### src/rtl/keypad_scan.sv
// 4x4 active-low matrix keypad scanner with press/release debounce.
// Produces the accepted key code and the NoShut held-key level (low while a key is held).
module keypad_scan #(
    parameter int SCAN_DIV = 1000,
    parameter int DEBOUNCE = 20000
) (
    input  logic       CLK,
    input  logic       RST,
    input  logic [3:0] Row,
    output logic [3:0] Col,
    output logic [3:0] ReadFromKeyBoard,
    output logic       NoShut
);

    localparam int SW = (SCAN_DIV > 2) ? $clog2(SCAN_DIV) : 1;
    localparam int DW = (DEBOUNCE > 2) ? $clog2(DEBOUNCE) : 1;

    localparam logic [SW-1:0] SCAN_LAST  = SW'(SCAN_DIV - 1);
    localparam logic [DW-1:0] PRESS_LAST = DW'(DEBOUNCE - 2);
    localparam logic [DW-1:0] REL_LAST   = DW'(DEBOUNCE - 1);

    typedef enum logic [1:0] {
        SCAN     = 2'd0,
        PRESS_DB = 2'd1,
        HELD     = 2'd2,
        REL_DB   = 2'd3
    } state_t;

    state_t        state_q, state_d;
    logic [3:0]    row_meta_q;
    logic [3:0]    row_s_q;
    logic [1:0]    col_idx_q, col_idx_d;
    logic [SW-1:0] scan_cnt_q, scan_cnt_d;
    logic [DW-1:0] deb_cnt_q, deb_cnt_d;
    logic [3:0]    pat_q, pat_d;
    logic [3:0]    code_q, code_d;
    logic          noshut_q, noshut_d;

    function automatic logic is_single(input logic [3:0] rows);
        case (rows)
            4'b1110, 4'b1101, 4'b1011, 4'b0111: is_single = 1'b1;
            default:                            is_single = 1'b0;
        endcase
    endfunction

    function automatic logic [1:0] row_index(input logic [3:0] rows);
        case (rows)
            4'b1101: row_index = 2'd1;
            4'b1011: row_index = 2'd2;
            4'b0111: row_index = 2'd3;
            default: row_index = 2'd0;
        endcase
    endfunction

    function automatic logic [3:0] key_code(input logic [1:0] r, input logic [1:0] c);
        case ({r, c})
            4'b00_00: key_code = 4'd1;
            4'b00_01: key_code = 4'd2;
            4'b00_10: key_code = 4'd3;
            4'b00_11: key_code = 4'd10;
            4'b01_00: key_code = 4'd4;
            4'b01_01: key_code = 4'd5;
            4'b01_10: key_code = 4'd6;
            4'b01_11: key_code = 4'd11;
            4'b10_00: key_code = 4'd7;
            4'b10_01: key_code = 4'd8;
            4'b10_10: key_code = 4'd9;
            4'b10_11: key_code = 4'd12;
            4'b11_00: key_code = 4'd14;
            4'b11_01: key_code = 4'd0;
            4'b11_10: key_code = 4'd15;
            default:  key_code = 4'd13;
        endcase
    endfunction

    // Two-flop synchronizer; every decision below looks only at row_s_q.
    always_ff @(posedge CLK) begin
        if (RST) begin
            row_meta_q <= 4'b1111;
            row_s_q    <= 4'b1111;
        end else begin
            row_meta_q <= Row;
            row_s_q    <= row_meta_q;
        end
    end

    always_ff @(posedge CLK) begin
        if (RST) begin
            state_q    <= SCAN;
            col_idx_q  <= 2'd0;
            scan_cnt_q <= '0;
            deb_cnt_q  <= '0;
            pat_q      <= 4'b1111;
            code_q     <= 4'd15;
            noshut_q   <= 1'b1;
        end else begin
            state_q    <= state_d;
            col_idx_q  <= col_idx_d;
            scan_cnt_q <= scan_cnt_d;
            deb_cnt_q  <= deb_cnt_d;
            pat_q      <= pat_d;
            code_q     <= code_d;
            noshut_q   <= noshut_d;
        end
    end

    always_comb begin
        state_d    = state_q;
        col_idx_d  = col_idx_q;
        scan_cnt_d = scan_cnt_q;
        deb_cnt_d  = deb_cnt_q;
        pat_d      = pat_q;
        code_d     = code_q;
        noshut_d   = noshut_q;

        case (state_q)
            SCAN: begin
                if (scan_cnt_q == SCAN_LAST) begin
                    scan_cnt_d = '0;
                    if (is_single(row_s_q)) begin
                        pat_d     = row_s_q;
                        deb_cnt_d = '0;
                        state_d   = PRESS_DB;
                    end else begin
                        col_idx_d = col_idx_q + 2'd1;
                    end
                end else begin
                    scan_cnt_d = scan_cnt_q + 1'b1;
                end
            end
            PRESS_DB: begin
                // The SCAN sample counts as the first of the DEBOUNCE matching samples.
                if (row_s_q == pat_q) begin
                    if (deb_cnt_q == PRESS_LAST) begin
                        code_d    = key_code(row_index(pat_q), col_idx_q);
                        noshut_d  = 1'b0;
                        deb_cnt_d = '0;
                        state_d   = HELD;
                    end else begin
                        deb_cnt_d = deb_cnt_q + 1'b1;
                    end
                end else begin
                    state_d    = SCAN;
                    col_idx_d  = col_idx_q + 2'd1;
                    scan_cnt_d = '0;
                end
            end
            HELD: begin
                if (row_s_q == 4'b1111) begin
                    deb_cnt_d = '0;
                    state_d   = REL_DB;
                end
            end
            REL_DB: begin
                if (row_s_q == 4'b1111) begin
                    if (deb_cnt_q == REL_LAST) begin
                        noshut_d   = 1'b1;
                        state_d    = SCAN;
                        col_idx_d  = col_idx_q + 2'd1;
                        scan_cnt_d = '0;
                    end else begin
                        deb_cnt_d = deb_cnt_q + 1'b1;
                    end
                end else begin
                    state_d = HELD;
                end
            end
            default: state_d = SCAN;
        endcase
    end

    assign Col              = ~(4'b0001 << col_idx_q);
    assign ReadFromKeyBoard = code_q;
    assign NoShut           = noshut_q;

endmodule
### config.mk
export PLATFORM = sky130hd
export DESIGN_NAME = keypad_scan
export DESIGN_NICKNAME = d
export VERILOG_FILES = /design/src/rtl/keypad_scan.sv
export SDC_FILE = /design/constraint.sdc
export NUM_CORES = 1
export LEC_CHECK = 0
export ABC_CLOCK_PERIOD_IN_PS = 2700
export CORE_UTILIZATION = 55
export CTS_BUF_LIST = sky130_fd_sc_hd__clkbuf_8 sky130_fd_sc_hd__clkbuf_16
export DETAILED_ROUTE_END_ITERATION = 6
export PLACE_DENSITY = 0.79
export SYNTH_ARGS = -nofsm -noshare
export SYNTH_HDL_FRONTEND = slang
export SYNTH_SLANG_ARGS = --single-unit
### constraint.sdc
create_clock -name CLK -period 2.7 [get_ports CLK]
set_clock_uncertainty 0.1 [all_clocks]
set_input_delay 0.27 -clock CLK [delete_from_list [all_inputs] [get_ports CLK]]
set_output_delay 0.27 -clock CLK [all_outputs]
set_load 0.1 [all_outputs]
### Word-level counts from Yosys, hierarchy flattened

Memories as Yosys holds them, arrays and structs flattened. A register that Yosys moved wholly into a read port is not among the register bits.
Cells that the tools add are included.
Widths: inputs -> output; s select.

| operators by class | value |
|---|---|
| reduce and logical (&&, ||, !) cells | 11 |
| shifts and indexed selects | 1 |
| multiply operators | 0 |
| magnitude comparators | 0 |
| add/sub/neg operators | 3 |
| divide/modulo/power cells | 0 |
| bitwise gates (word level) | 1 |
| equality and inequality tests | 27 |
| muxes and demuxes | 39 |

Operators with widths:

| kind | number |
|---|---|
| $mux 15 | 7 |
| $pmux 15 s4 | 1 |
| $mux 10 | 4 |
| $eq 15x15->1 const B | 2 |
| $mux 2 | 15 |
| $pmux 10 s3 | 1 |
| $eq 4x4->1 const B | 6 |
| $ne 2x2->1 const B | 10 |
| $add 15x1->15 const B | 1 |
| $pmux 2 s3 | 2 |
| $reduce_and 6->1 | 2 |
| $add 10x1->10 const B | 1 |
| $eq 10x10->1 const B | 1 |
| $reduce_and 5->1 | 2 |
| $eq 4x3->1 const B | 2 |
| $pmux 2 s4 | 1 |
| $mux 1 | 7 |
| $ne 3x3->1 const B | 2 |
| $reduce_and 3->1 | 2 |
| $eq 2x2->1 const B | 2 |
| $eq 4x4->1 | 1 |
| $not 4->4 | 1 |
| $reduce_and 4->1 | 1 |
| $reduce_or 4->1 | 1 |
| other kinds (7) | 7 |

| word-level totals | value |
|---|---|
| flip-flop bits (word level) | 42 |
| ROM bits | 64 |
| RAM bits | 0 |
| memories kept | 1 |
| latch bits | 0 |
| logic and storage cells | 91 |
| input bits | 6 |

Memory list:

| memory | depth | bits a word | rd ports | clocked after Yosys merged registers in | wr ports | RTL line | text |
|---|---|---|---|---|---|---|---|
| (name not given) | 16 | 4 | 1 | 1 | 0 | 56 | `case ({r, c})` |

### Longest topological paths before layout

Gate-level depths: netlist (run 1).

| depth | value |
|---|---|
| depth after elaboration | 8 |
| mapped depth | 8 |
| depth with buffers taken out | 7 |

### Worst setup path before layout (run 1)

Ideal clock, no wire load.

| timing | value |
|---|---|
| kind | reg2reg |
| start point | register deb_cnt_q[6] |
| end point | register col_idx_q[0] |
| buffers on the path | 1 |
| path slack | 0.467 ns |
| library setup time | 0.121 ns |
| data arrival time | 2.012 ns |
| stages on the path, launching flop included | 7 |
| clock period less this slack | 2.233 ns |
| cell sequence | dfxtp_1 -> or4b_4 -> nor4_4 -> a21bo_2 -> buf_4 -> o31a_2 -> mux2_2 |

| between the ends | value |
|---|---|
| longest elaborated chain between the ends | 3 |

RTL lines:

| element | RTL line | text |
|---|---|---|
| from (decl) | 34 | `logic [DW-1:0] deb_cnt_q, deb_cnt_d;` |
| from (signal assigned) | 100 | `deb_cnt_q <= deb_cnt_d;` |
| $eq 15x15->1 | 156 | `if (deb_cnt_q == REL_LAST) begin` |
| $ne 2x2->1 (no source line) | -- |  |
| $reduce_and 6->1 (no source line) | -- |  |
| to (signal assigned) | 98 | `col_idx_q <= col_idx_d;` |
| to (decl) | 32 | `logic [1:0] col_idx_q, col_idx_d;` |

No other way between the ends.
A chain may end at the register's enable or synchronous reset.

### Worst setup path in the final report (run 1)

Same ends and word-level chain as after synthesis.

==> results of run 1 <==
cell type report:
type,count,area [sq um]
Tap cell,52,65.1
Clock inverter,3,41.3
Inverter,15,56.3
Fill cell,374,1590
Multi-Input combinational cell,224,1520
Timing Repair Buffer,19,155
Clock buffer,5,68.8
Sequential cell,46,921
sequential cells by signal (all words and copies together) (netlist names):
| signal | flops |
|---|---|
| deb_cnt_q | 15 |
| scan_cnt_q | 10 |
| ReadFromKeyBoard | 4 |
| pat_q | 4 |
| row_meta_q | 4 |
| row_s_q | 4 |
| col_idx_q | 2 |
| state_q | 2 |
| NoShut | 1 |
cells by family (layout without fill, tap and decap cells):
family                   count (synthesis)  count (layout)  synth area share
AO/OA/AOI/OAI                           69              69             0.191
XOR/XNOR                                 7               7            0.0239
adder cells (fa/ha/maj)                  9               9            0.0439
buffers and inverters                   31              42            0.0492
flip-flops                              46              46             0.359
multiplexers                            11              11            0.0488
AND/OR/NAND/NOR                        128             128             0.285
metrics by stage:
| stage | area [sq um] | util | cells |
|---|---|---|---|
| after floorplan | 2570 | - | 301 |
| after detailed placement | 2720 | 0.615 | 356 |
| after global routing | 2830 | 0.640 | 364 |
| final | 2830 | 0.640 | 364 |
| after CTS | 2830 | 0.640 | 364 |
| after global placement | 2720 | 0.615 | 356 |
metal layers:
metal,track usage,wire (um)
met4,0.0956,56
met3,0.0433,237
met5,0,0
met1,0.321,2610
met2,0.393,2670
placed cells by master (no fill, tap or decap), drive strengths merged, types with 4 or more instances in the layout:
cell type      count
a21oi             20
buf               14
clkbuf             5
clkdlybuf4s50      5
dfxtp             46
ha                 9
inv               15
mux2i              8
nand2             25
nand3             23
nand4             12
nand4b             4
nor2              17
nor3b              4
nor4               5
o211ai            10
o21ai              8
o31ai             10
or2               11
or4               10
xor2               6
worst max-delay path: cells and delay by family, from the launching register on:
kind	cells	cell delay [ns]
and+or+nand+nor	2	0.98
muxes	1	0.34
AOI/OAI and AO/OA	2	0.56
DFF	1	0.36
how the worst min path moves through the flow:
stage | start | to | depth (start not counted)
4_1_cts | row_meta_q[1]$_SDFF_PP1_ | row_s_q[1]$_SDFF_PP1_ | 1
3_3_place_gp | row_meta_q[1]$_SDFF_PP1_ | row_s_q[1]$_SDFF_PP1_ | 1
5_1_grt | row_meta_q[1]$_SDFF_PP1_ | row_s_q[1]$_SDFF_PP1_ | 1
6_report | row_meta_q[1]$_SDFF_PP1_ | row_s_q[1]$_SDFF_PP1_ | 1
3_5_place_dp | row_meta_q[1]$_SDFF_PP1_ | row_s_q[1]$_SDFF_PP1_ | 1
2_1_floorplan | Row[0] | row_meta_q[0]$_SDFF_PP1_ | 1
where the power goes:
| group | switching [mW] | internal, mW | leakage [nW] |
|---|---|---|---|
| Combinational | 0.0322 | 0.0274 | 0.609 |
| Clock | 0.229 | 0.272 | 0.0556 |
| Sequential | 0.00877 | 0.687 | 0.373 |
| Total | 0.270 | 0.987 | 1.04 |
==> summary.md, run 1 <==
| Metric | Value |
|---|---|
| Status | completed |
| I/O pin count | 15 |
| Post-route ant nets | 0 |
| WP data arrival | 2.54 ns |
| ANT cells | 0 |
| Root buffer cell | clkbuf_8 |
| Largest net degree at the start of global routing | 25 |
| Synth Instances | 301 |
| CORE AREA | 4410 sq um |
| RSZ-0062 raised after global routing | false |
| Setup crit end kind | flip-flop |
| Share of the synthesized area in the top cell type | 0.359 |
| Top post-synthesis cells by area | dfxtp_1, nand3_1, ha_1 |
| Synth cell count leaders | dfxtp_1, nand2_1, nand3_1, a21oi_1, nor2_1 |
| Synth warn | 0 |
| Avg Inst Size Synth | 8.53 sq um |
| Critical Path Slowest Stage Cell | or4b_4 |
| Sequential cell area fraction in the yosys report | 0.359 |
| Peak supply drop | 0.000371 V |
| Post-synth net total | 316 |
| Worst R2R End | col_idx_q[0]$_SDFFE_PP0P_ |
| Hold Slack | 0.313 ns |
| Critical Path RT | 2.79 ns |
| Initial DRT Pass Iterations | 5 |
| Ys flop type | dfxtp_1 |
| CTS tree | yes |
| Synth cell types | 54 |
| Final setup fails | 0 |
| Initial core utilization | 0.581 |
| Post-CTS Setup Repair Bufs | 0 |
| CP Cell Sequence | or4b_4 -> nor4_4 -> a21bo_2 -> o31a_2 -> mux2_2 |
| Total Wirelength | 5570 um |
| WS Path Type | flip-flop to flip-flop |
| Synth Register Bits | 46 |
| CTS Buffer Depth | 2 |
| Port-buffer cells | 14 |
| GRT Overall Usage | 0.243 |
| CTS Hold Buffers Added | 0 |
| Dpl hpwl | 3980 um |
| CTS Sinks | 46 |
| Share of synthesized registers carrying an async set or reset | 0 |
| Global-route wire length before repair | 9780 um |
| Final GP Congestion | 0.835 |
| Area Overhead vs Synth | 10.1% |
| Max stage delay on crit path | 0.58 ns |
| DIE AREA | 4940 sq um |
| Power per cell area | 445 nW/um^2 |
| Per-cell routed wire length | 15.3 um |
| Vias/cell | 6.18 |
| Leakage | 1.04 nW |
| Total number of vias | 2251 |
| Fraction of layout cells with a size suffix above 1 | 0.147 |
| Clock Latency Late Sink | 0.30 ns |
| Number of flops mapped to enable cells by yosys | 0 |
| DIE WIDTH | 70.3 um |
| Reg-to-reg slack, setup | 0.24 ns |
| Slew at the pin closest to its max-slew limit | 0.980 ns |
| Fmax | 407 MHz |
| Post-route minimum period | 2.46 ns |
| GRT overflow | 0 |
| Crit path from | deb_cnt_q[6]$_SDFFE_PP0P_ |
| Max cap viols | 0 |
| Placement Rows | 24 |
| Worst Setup EP | col_idx_q[0]$_SDFFE_PP0P_ |
| Slew Limit Fails | 0 |
| Vias in the first global route | 2153 |
| Setup TNS | 0 ns |
| Slew headroom | 0.342 |
| Initial antenna violation count | 0 |
| Post-route total power | 1.26 mW |
| TritonCTS buffer count | 5 |
| Cell depth of the worst flop-to-flop path | 5 |
| Post-CTS Resized | 0 |
| Chip Height | 70.3 um |
| Most frequent cell after synthesis | dfxtp_1 |
| Place WS | 0.293 ns |
| H-tree Lvls | 2 |
| Post-synth top area cell | dfxtp_1 |
| Critical Path Source Type | flip-flop |
| Worst r2r src | deb_cnt_q[6]$_SDFFE_PP0P_ |
| DRC | 0 |
| Iteration-0 DRC Markers | 166 |
| Setup ws final | 0.244 ns |
| Crit path max fanout | 9 |
| Hold WC Path Type | flip-flop to flip-flop |
| Period utilization | 0.910 |
| Clock-pin slew on the worst setup and hold paths | 0.08 ns |
| NumNets Final | 326 |
| Mapped Area | 2570 sq um |
| Final Hold Fails | 0 |
(Power assumes the default switching activity.)
==> run 2, diff against run 1 <==
SLEW_MARGIN = 5   (was unset)
==> results of run 2 <==
Same layout as run 1: the final DEF is identical, and so are final timing and power.
